===== src/rtl/mul_div_unit.sv =====
// Iterative HI/LO multiply/divide unit (MULT/MULTU/DIV/DIVU, one bit per clock).
// Define FAST_MULT_EN to use a single-cycle combinational product for MULT/MULTU.
module mul_div_unit #(
    parameter int unsigned WIDTH = 32
) (
    input  logic             clk,
    input  logic             rst,
    input  logic             start,
    input  logic [1:0]       op,
    input  logic [WIDTH-1:0] rs_data,
    input  logic [WIDTH-1:0] rt_data,
    input  logic             hi_wr,
    input  logic             lo_wr,
    input  logic [WIDTH-1:0] wr_data,
    output logic             busy,
    output logic             done,
    output logic [WIDTH-1:0] hi,
    output logic [WIDTH-1:0] lo
);

    localparam int unsigned DW = 2 * WIDTH;
    localparam int unsigned CW = (WIDTH > 1) ? $clog2(WIDTH) : 1;

    typedef enum logic [1:0] {S_IDLE, S_RUN, S_FIN} state_t;

    state_t           r_state, w_state_nxt;
    logic [CW-1:0]    r_cnt;
    logic [1:0]       r_op;
    logic [WIDTH-1:0] r_b;
    logic [DW-1:0]    r_acc;
    logic             r_neg_q, r_neg_r;
    logic             r_busy, r_done;
    logic [WIDTH-1:0] r_hi, r_lo;

    // Operand decode for the start cycle
    logic             w_is_div, w_rs_neg, w_rt_neg, w_dz;
    logic [WIDTH-1:0] w_rs_mag, w_rt_mag;

    assign w_is_div = op[1];
    assign w_rs_neg = !op[0] && rs_data[WIDTH-1];
    assign w_rt_neg = !op[0] && rt_data[WIDTH-1];
    assign w_rs_mag = w_rs_neg ? WIDTH'(-rs_data) : rs_data;
    assign w_rt_mag = w_rt_neg ? WIDTH'(-rt_data) : rt_data;
    assign w_dz     = w_is_div && (rt_data == {WIDTH{1'b0}});

`ifdef FAST_MULT_EN
    logic [DW-1:0] w_fast_prod;
    assign w_fast_prod = DW'(w_rs_mag) * DW'(w_rt_mag);
`endif

    // One iteration: shift-add for multiply, restoring shift-subtract for divide
    logic [WIDTH-1:0] w_addend;
    logic [WIDTH:0]   w_mul_sum, w_div_sh, w_div_diff;
    logic [DW-1:0]    w_mul_nxt, w_div_nxt, w_step;

    assign w_addend   = r_acc[0] ? r_b : {WIDTH{1'b0}};
    assign w_mul_sum  = {1'b0, r_acc[DW-1:WIDTH]} + {1'b0, w_addend};
    assign w_mul_nxt  = {w_mul_sum, r_acc[WIDTH-1:1]};
    assign w_div_sh   = r_acc[DW-1:WIDTH-1];
    assign w_div_diff = w_div_sh - {1'b0, r_b};
    assign w_div_nxt  = w_div_diff[WIDTH] ? {r_acc[DW-2:0], 1'b0}
                                          : {w_div_diff[WIDTH-1:0], r_acc[WIDTH-2:0], 1'b1};
    assign w_step     = r_op[1] ? w_div_nxt : w_mul_nxt;

    // Sign correction applied in FIN
    logic [DW-1:0]    w_prod_fix;
    logic [WIDTH-1:0] w_q, w_r, w_hi_fin, w_lo_fin;

    assign w_prod_fix = r_neg_q ? DW'(-r_acc) : r_acc;
    assign w_q        = r_acc[WIDTH-1:0];
    assign w_r        = r_acc[DW-1:WIDTH];
    assign w_hi_fin   = r_op[1] ? (r_neg_r ? WIDTH'(-w_r) : w_r) : w_prod_fix[DW-1:WIDTH];
    assign w_lo_fin   = r_op[1] ? (r_neg_q ? WIDTH'(-w_q) : w_q) : w_prod_fix[WIDTH-1:0];

    always_ff @(posedge clk or posedge rst) begin
        if (rst) r_state <= S_IDLE;
        else     r_state <= w_state_nxt;
    end

    always_comb begin
        w_state_nxt = r_state;
        case (r_state)
            S_IDLE: begin
                if (start) begin
`ifdef FAST_MULT_EN
                    w_state_nxt = w_is_div ? S_RUN : S_FIN;
`else
                    w_state_nxt = S_RUN;
`endif
                end
            end
            S_RUN:   if (r_cnt == CW'(WIDTH - 1)) w_state_nxt = S_FIN;
            S_FIN:   w_state_nxt = S_IDLE;
            default: w_state_nxt = S_IDLE;
        endcase
    end

    always_ff @(posedge clk or posedge rst) begin
        if (rst) begin
            r_cnt   <= '0;
            r_op    <= '0;
            r_b     <= '0;
            r_acc   <= '0;
            r_neg_q <= 1'b0;
            r_neg_r <= 1'b0;
            r_busy  <= 1'b0;
            r_done  <= 1'b0;
            r_hi    <= '0;
            r_lo    <= '0;
        end else begin
            r_busy <= (w_state_nxt != S_IDLE);
            r_done <= (r_state == S_FIN);
            case (r_state)
                S_IDLE: begin
                    if (start) begin
                        r_op  <= op;
                        r_cnt <= '0;
                        if (w_is_div) begin
                            // Zero divisor: raw dividend shifts through to HI untouched
                            r_b     <= w_rt_mag;
                            r_acc   <= {{WIDTH{1'b0}}, (w_dz ? rs_data : w_rs_mag)};
                            r_neg_q <= !w_dz && (w_rs_neg != w_rt_neg);
                            r_neg_r <= !w_dz && w_rs_neg;
                        end else begin
                            r_b     <= w_rs_mag;
`ifdef FAST_MULT_EN
                            r_acc   <= w_fast_prod;
`else
                            r_acc   <= {{WIDTH{1'b0}}, w_rt_mag};
`endif
                            r_neg_q <= (w_rs_neg != w_rt_neg);
                            r_neg_r <= 1'b0;
                        end
                    end else begin
                        if (hi_wr) r_hi <= wr_data;
                        if (lo_wr) r_lo <= wr_data;
                    end
                end
                S_RUN: begin
                    r_acc <= w_step;
                    r_cnt <= r_cnt + CW'(1);
                end
                S_FIN: begin
                    r_hi <= w_hi_fin;
                    r_lo <= w_lo_fin;
                end
                default: ;
            endcase
        end
    end

    assign busy = r_busy;
    assign done = r_done;
    assign hi   = r_hi;
    assign lo   = r_lo;

endmodule


===== config.mk =====
export PLATFORM = sky130hd
export DESIGN_NAME = mul_div_unit
export DESIGN_NICKNAME = d
export VERILOG_FILES = /design/src/rtl/mul_div_unit.sv
export SDC_FILE = /design/constraint.sdc
export NUM_CORES = 1
export LEC_CHECK = 0
export CAP_MARGIN = 0
export CORE_MARGIN = 1.5
export CORE_UTILIZATION = 53
export DETAILED_ROUTE_END_ITERATION = 8
export PLACE_DENSITY = 0.79
export SLEW_MARGIN = 10
export SYNTH_ARGS = -nofsm -noshare
export SYNTH_HDL_FRONTEND = slang
export SYNTH_SLANG_ARGS = --single-unit

===== constraint.sdc =====
create_clock -name clk -period 5.7 [get_ports clk]
set_input_delay 1.14 -clock clk [delete_from_list [all_inputs] [get_ports clk]]
set_output_delay 1.14 -clock clk [all_outputs]
set_load 0.02 [all_outputs]

# ---- Word-level counts from Yosys, hierarchy flattened
# Index checks and enable logic that the tools add are counted.
# W data, S select, Z words.
dict set report word_totals {
  output_inout_bits 66
  word_cells 71
  reg_bits 173
}
dict set report classes {
  reduce_logical 16
  add_sub_neg 8
  n_mux 28
  n_eq_ne 8
}
# op count
set op_table {}
lappend op_table {{$mux W32} 14}
lappend op_table {{$mux W64} 4}
lappend op_table {{$neg A32 Y32} 4}
lappend op_table {{$pmux W32 S2} 2}
lappend op_table {{$pmux W64 S2} 1}
lappend op_table {{$neg A64 Y64} 1}
lappend op_table {{$add A32 B32 Y33} 1}
lappend op_table {{$sub A33 B32 Y33} 1}
lappend op_table {{$logic_not A32 Y1} 1}
lappend op_table {{$pmux W5 S2} 1}
lappend op_table {{$ne A2 B2 Y1 const B} 4}
lappend op_table {{$reduce_and A3 Y1} 2}
lappend op_table {{$reduce_bool A2 Y1} 3}
lappend op_table {{$add A5 B1 Y5 const B} 1}
lappend op_table {{$eq A5 B5 Y1 const B} 1}
lappend op_table {{$logic_and A1 B1 Y1} 5}
lappend op_table {{$mux W5} 1}
lappend op_table {{$mux W2} 2}
lappend op_table {{$pmux W2 S2} 1}
lappend op_table {{$reduce_and A2 Y1} 2}
lappend op_table {{$eq A2 B1 Y1 const B} 1}
lappend op_table {{$eq A2 B2 Y1 const B} 1}
lappend op_table {{$logic_not A1 Y1} 2}
lappend op_table {{$logic_not A2 Y1} 1}
lappend op_table {{other kinds (2)} 3}

# ---- Logic depth before layout (Yosys ltp)
dict set report depth {
  ltp_word 7
  mapped_depth 14
  ltp_nobuf 13
}

# ---- Worst setup path after synthesis
# No wires, ideal clock.
dict set report synth_timing {
  kind {input to register}
  start {input port rt_data[1]}
  end {register r_acc[21]}
  t_required_ns 5.568
  cell_stages 12
  arrival_ns 3.492
  setup_time_ns 0.132
  setup_slack_ns 2.075
  path_cell_list {inv_1 -> ha_1 -> or3b_2 -> nor4b_1 -> nand4bb_1 -> o41a_1 -> buf_2 -> o21ai_1 -> xor2_1 -> a21oi_1 -> a21oi_1 -> o21ai_1}
}
dict set report synth_between {
  elab_chain_cells 6
  elab_cells_between_ends 8
  classes_between {add/sub (1); mux (5); reduce/logical (2)}
}
# item line
set synth_rtl {}
lappend synth_rtl {{start, declared} 11} ;# input logic [WIDTH-1:0] rt_data,
lappend synth_rtl {{parallel branches: the longest is 3 deep, another holds $neg A32 Y32} --}
lappend synth_rtl {{$mux W32 (*)} 118} ;# if (w_is_div) begin
lappend synth_rtl {{$mux W64 (*)} 115} ;# if (start) begin
lappend synth_rtl {{$pmux W64 S2 (*)} 113} ;# case (r_state)
lappend synth_rtl {{end signal, assigned} 121} ;# r_acc <= {{WIDTH{1'b0}}, (w_dz ? rs_data : w_rs_mag)};
lappend synth_rtl {{end signal, assigned} 129} ;# r_acc <= {{WIDTH{1'b0}}, w_rt_mag};
lappend synth_rtl {{end signal, assigned} 140} ;# r_acc <= w_step;
lappend synth_rtl {{end, declared} 30} ;# logic [DW-1:0] r_acc;
# Every way passes the cells marked *. The select of a mux whose other input is x is not followed.
# A chain may end at the register's enable or synchronous reset.

# ---- Final worst setup path
dict set report layout_timing {
  start {register r_acc[31]}
  end {register r_acc[32]}
}
dict set report layout_between {
  elab_chain_cells 4
}
# item line
set layout_rtl {}
lappend layout_rtl {{$sub A33 B32 Y33} 60} ;# assign w_div_diff = w_div_sh - {1'b0, r_b};
lappend layout_rtl {{$mux W64 (*)} 61} ;# assign w_div_nxt = w_div_diff[WIDTH] ? {r_acc[DW-2:0], 1'b0}
lappend layout_rtl {{$mux W64 (*)} 63} ;# assign w_step = r_op[1] ? w_div_nxt : w_mul_nxt;
lappend layout_rtl {{$pmux W64 S2 (*)} 113}
# Mark *: on every way between the ends. The rest lies on a longest branch, timed or not.

==> insert_results.sql <==
INSERT INTO impl_metrics (metric_group, metric, value, unit) VALUES
('run_status', 'outcome', 'complete, no violations', ''),
('placement', 'detailed_place_hpwl', '37.1', 'mm'),
('setup_path', 'crit_path_start_kind', 'flop', ''),
('clock_tree', 'tritoncts', 'done', ''),
('timing', 'fmax', '217', 'MHz'),
('routing', 'wl_per_instance', '20.2', 'µm'),
('yosys', 'synthesis.area_per_instance', '7.98', 'µm²'),
('grt', 'vias_in_the_first_global_route', '14100', ''),
('power', 'leakage_component_of_the_power', '7.05', 'nW'),
('routing', 'firstDrtPassIters', '7', ''),
('final_layout', 'drive_gt1_frac', '0.0499', ''),
('routing', 'vias', '15100', ''),
('yosys', 'post-synth-top-area-fraction', '0.281', ''),
('timing', 'totalNegativeSetupSlack', '0', 'ns'),
('timing', 'timing.hold.ws', '0.491', 'ns'),
('min_path', 'worst_hold_path_type', 'reg2reg', ''),
('floorplanning', 'floorplan.initialDensity', '0.537', ''),
('final_layout', 'post-route-util', '0.623', ''),
('clock_tree', 'clk_latency', '0.44', 'ns'),
('clock_tree', 'clock-root-buffer', 'sky130_fd_sc_hd__clkbuf_16', ''),
('clock_tree', 'cts-hold-fix-buffers', '0', ''),
('yosys', 'synth.lib_cells_used.distinct', '82', ''),
('floorplanning', 'placeableCoreArea', '28500', 'µm²'),
('clock_tree', 'post-cts-setup-buffer-count', '0', ''),
('clock_tree', 'clock_tree.htree_level_count', '4', ''),
('yosys', 'netlist_area', '15300', 'µm²'),
('setup_path', 'critical_path.cell_chain', 'inv_1 > ha_1 > fa_1 > nand2b_1 > a21oi_1 > o31ai_1 > o21ai_2 > a31oi_2 > o21ai_2 > xor2_4 > buf_4 > mux2_1 > o221ai_1', ''),
('yosys', 'ys_top_cells_by_area', 'sky130_fd_sc_hd__dfrtp_1 28%, sky130_fd_sc_hd__mux2i_1 7.5%, sky130_fd_sc_hd__ha_1 5.7%, sky130_fd_sc_hd__xnor2_1 5.7%, sky130_fd_sc_hd__o21ai_0 4.7%', ''),
('grt', 'antenna_violations_before_repair', '0', ''),
('timing', 'rsz0062_at_grt', 'no', ''),
('grt', 'global_route.usage.total', '0.320', ''),
('setup_path', 'timing.rr.end', 'r_acc[32]$_DFFE_PP0P_', ''),
('yosys', 'yosys_warnings', '0', ''),
('yosys', 'postSynthRegisterBits', '172', ''),
('min_path', 'hold_depth', '2', ''),
('final_layout', 'total_inserted_antenna_cells', '0', ''),
('power', 'pwr_density_cell', '644', 'nW/µm²'),
('yosys', 'yosysTopAreaCell', 'sky130_fd_sc_hd__dfrtp_1', ''),
('timing', 'timing.final.setup_violations', '0', ''),
('setup_path', 'cp_common_cell', 'sky130_fd_sc_hd__o21ai_2', ''),
('setup_path', 'r2r-start', 'r_acc[31]$_DFFE_PP0P_', ''),
('floorplanning', 'ioPinCount', '169', ''),
('placement', 'gp_congestion', '0.944', ''),
('yosys', 'synth-async-reset-ratio', '1.00', ''),
('routing', 'first_iter_violations', '1755', ''),
('routing', 'routed_wirelength', '48.7', 'mm'),
('setup_path', 'critical_path.slowest_cell', 'sky130_fd_sc_hd__xor2_4', ''),
('final_layout', 'footprint_of_the_multi_input_gates', '10400', 'µm²'),
('timing', 'slew_headroom', '0.225', ''),
('clock_tree', 'cts_bufs_inserted', '17', ''),
('timing', 'finalMaxSlewViolations', '0', ''),
('floorplanning', 'total_die_area', '29900', 'µm²'),
('grt', 'grt_start_max_net_pins', '173', ''),
('yosys', 'number_of_enable_type_register_cells_in_the_synthesized_netlist', '0', ''),
('final_layout', 'nets', '2187', ''),
('yosys', 'synth_sequential_area_ratio', '0.281', ''),
('min_path', 'hold-path-endpoint', 'r_b[13]$_DFFE_PP0P_', ''),
('timing', 'final_period_minus_worst_setup_slack', '4.61', 'ns'),
('job', 'drv_cap', '0', ''),
('placement', 'portBuffers', '168', ''),
('yosys', 'ys_top_cells_by_count', '189 x sky130_fd_sc_hd__nand2_1, 172 x sky130_fd_sc_hd__dfrtp_1, 155 x sky130_fd_sc_hd__nor2_1', ''),
('clock_tree', 'clock-sinks', '172', ''),
('floorplanning', 'rows', '62', ''),
('setup_path', 'critPathMaxFanout', '21', ''),
('clock_tree', 'clk_pin_slew_worst_paths', '0.07', 'ns'),
('setup_path', 'worst_path_largest_cell_delay', '0.73', 'ns'),
('timing', 'timing.final.crit_share', '0.808', ''),
('yosys', 'synth_flop_cell', 'sky130_fd_sc_hd__dfrtp_1', ''),
('yosys', 'mappedNetlistNets', '2094', ''),
('setup_path', 'reg2reg_depth', '13', ''),
('final_layout', 'fillers', '2498', '');
## layer usage
layer	GRT usage	up-vias	wire length, µm
met1	0.442	7146	21000
met5	0	-	0
met2	0.509	761	21900
li1	-	7100	-
met3	0.0585	79	4580
met4	0.104	0	1200
## power by group
group	leakage (nW)	total [W]	internal [W]	switching, W
Clock	0.271	0.00117	0.000614	0.000554
Sequential	1.98	0.00271	0.00181	0.000906
Combinational	4.80	0.00757	0.00325	0.00432
## state kept, by name, summed over array words and instances (netlist names)
register and cells:
busy 1, r_neg_q 1, r_b 32, done 1
r_acc 64, r_neg_r 1, lo 32, r_cnt 5
hi 32, r_op 1, r_state 2
## cells by family (layout without fill, tap and decap cells)
group | after synthesis | after routing | synth area share
muxes | 126 | 126 | 0.0832
AOI/OAI and AO/OA | 612 | 612 | 0.243
buffers and inverters | 171 | 276 | 0.0434
adders and majority gates | 72 | 72 | 0.0598
and+or+nand+nor | 583 | 583 | 0.185
xor gates and xnor gates | 183 | 183 | 0.105
DFF | 172 | 172 | 0.281
## critical path: cells and delay by family (launching register included)
kind,cells,cell delay (ns)
adder cells (fa/ha/maj),2,0.64
AO/OA/AOI/OAI,6,1.63
AND/OR/NAND/NOR,1,0.19
buffers and inverters,2,0.40
XOR/XNOR,1,0.73
flip-flops,1,0.56
multiplexers,1,0.32
## per-stage QoR
| stage | total power (W) | setup WS, ns | area (µm²) |
|---|---|---|---|
| 6_report | 0.0115 | 1.09 | 17800 |
| 5_1_grt | 0.0123 | 0.952 | 17800 |
| 4_1_cts | 0.0113 | 1.19 | 17800 |
| 3_5_place_dp | 0.0101 | 0.783 | 17200 |
| 3_3_place_gp | 0.00991 | 0.915 | 17200 |
| 2_1_floorplan | 0.00787 | 2.08 | 15300 |
## worst max-delay path by stage
| stage | from | to | slack, ns |
|---|---|---|---|
| 3_3_place_gp | rt_data[0] | r_acc[2]$_DFFE_PP0P_ | 0.92 |
| 4_1_cts | r_acc[31]$_DFFE_PP0P_ | r_acc[32]$_DFFE_PP0P_ | 1.19 |
| 3_5_place_dp | rt_data[0] | r_acc[2]$_DFFE_PP0P_ | 0.78 |
| 5_1_grt | r_acc[31]$_DFFE_PP0P_ | r_acc[32]$_DFFE_PP0P_ | 0.95 |
| 6_report | r_acc[31]$_DFFE_PP0P_ | r_acc[32]$_DFFE_PP0P_ | 1.09 |
| 2_1_floorplan | rt_data[1] | r_acc[21]$_DFFE_PP0P_ | 2.08 |
## final cells by class
type,count,area share
Sequential cell,172,0.242
Clock inverter,13,0.00753
Tap cell,384,0.0270
Inverter,57,0.0122
Multi-Input combinational cell,1576,0.584
Timing Repair Buffer,188,0.103
Clock buffer,18,0.0241
## layout by cell type (no fill, tap or decap), types with 26 or more instances in the layout
cell / Yosys / routed
sky130_fd_sc_hd__nand2_1: 189 / 188
sky130_fd_sc_hd__dfrtp_1: 172 / 171
sky130_fd_sc_hd__clkdlybuf4s50_1: 0 / 167
sky130_fd_sc_hd__nor2_1: 155 / 155
sky130_fd_sc_hd__o21ai_0: 145 / 145
sky130_fd_sc_hd__a21oi_1: 142 / 142
sky130_fd_sc_hd__mux2i_1: 115 / 115
sky130_fd_sc_hd__xnor2_1: 100 / 100
sky130_fd_sc_hd__o21ai_1: 97 / 97
sky130_fd_sc_hd__xor2_1: 82 / 81
sky130_fd_sc_hd__ha_1: 70 / 70
sky130_fd_sc_hd__inv_1: 56 / 55
sky130_fd_sc_hd__nor3_1: 40 / 40
sky130_fd_sc_hd__or3_1: 34 / 34
sky130_fd_sc_hd__nand3_1: 34 / 34
sky130_fd_sc_hd__o31ai_1: 26 / 26
No activity file was read; power rests on OpenSTA's default activity.
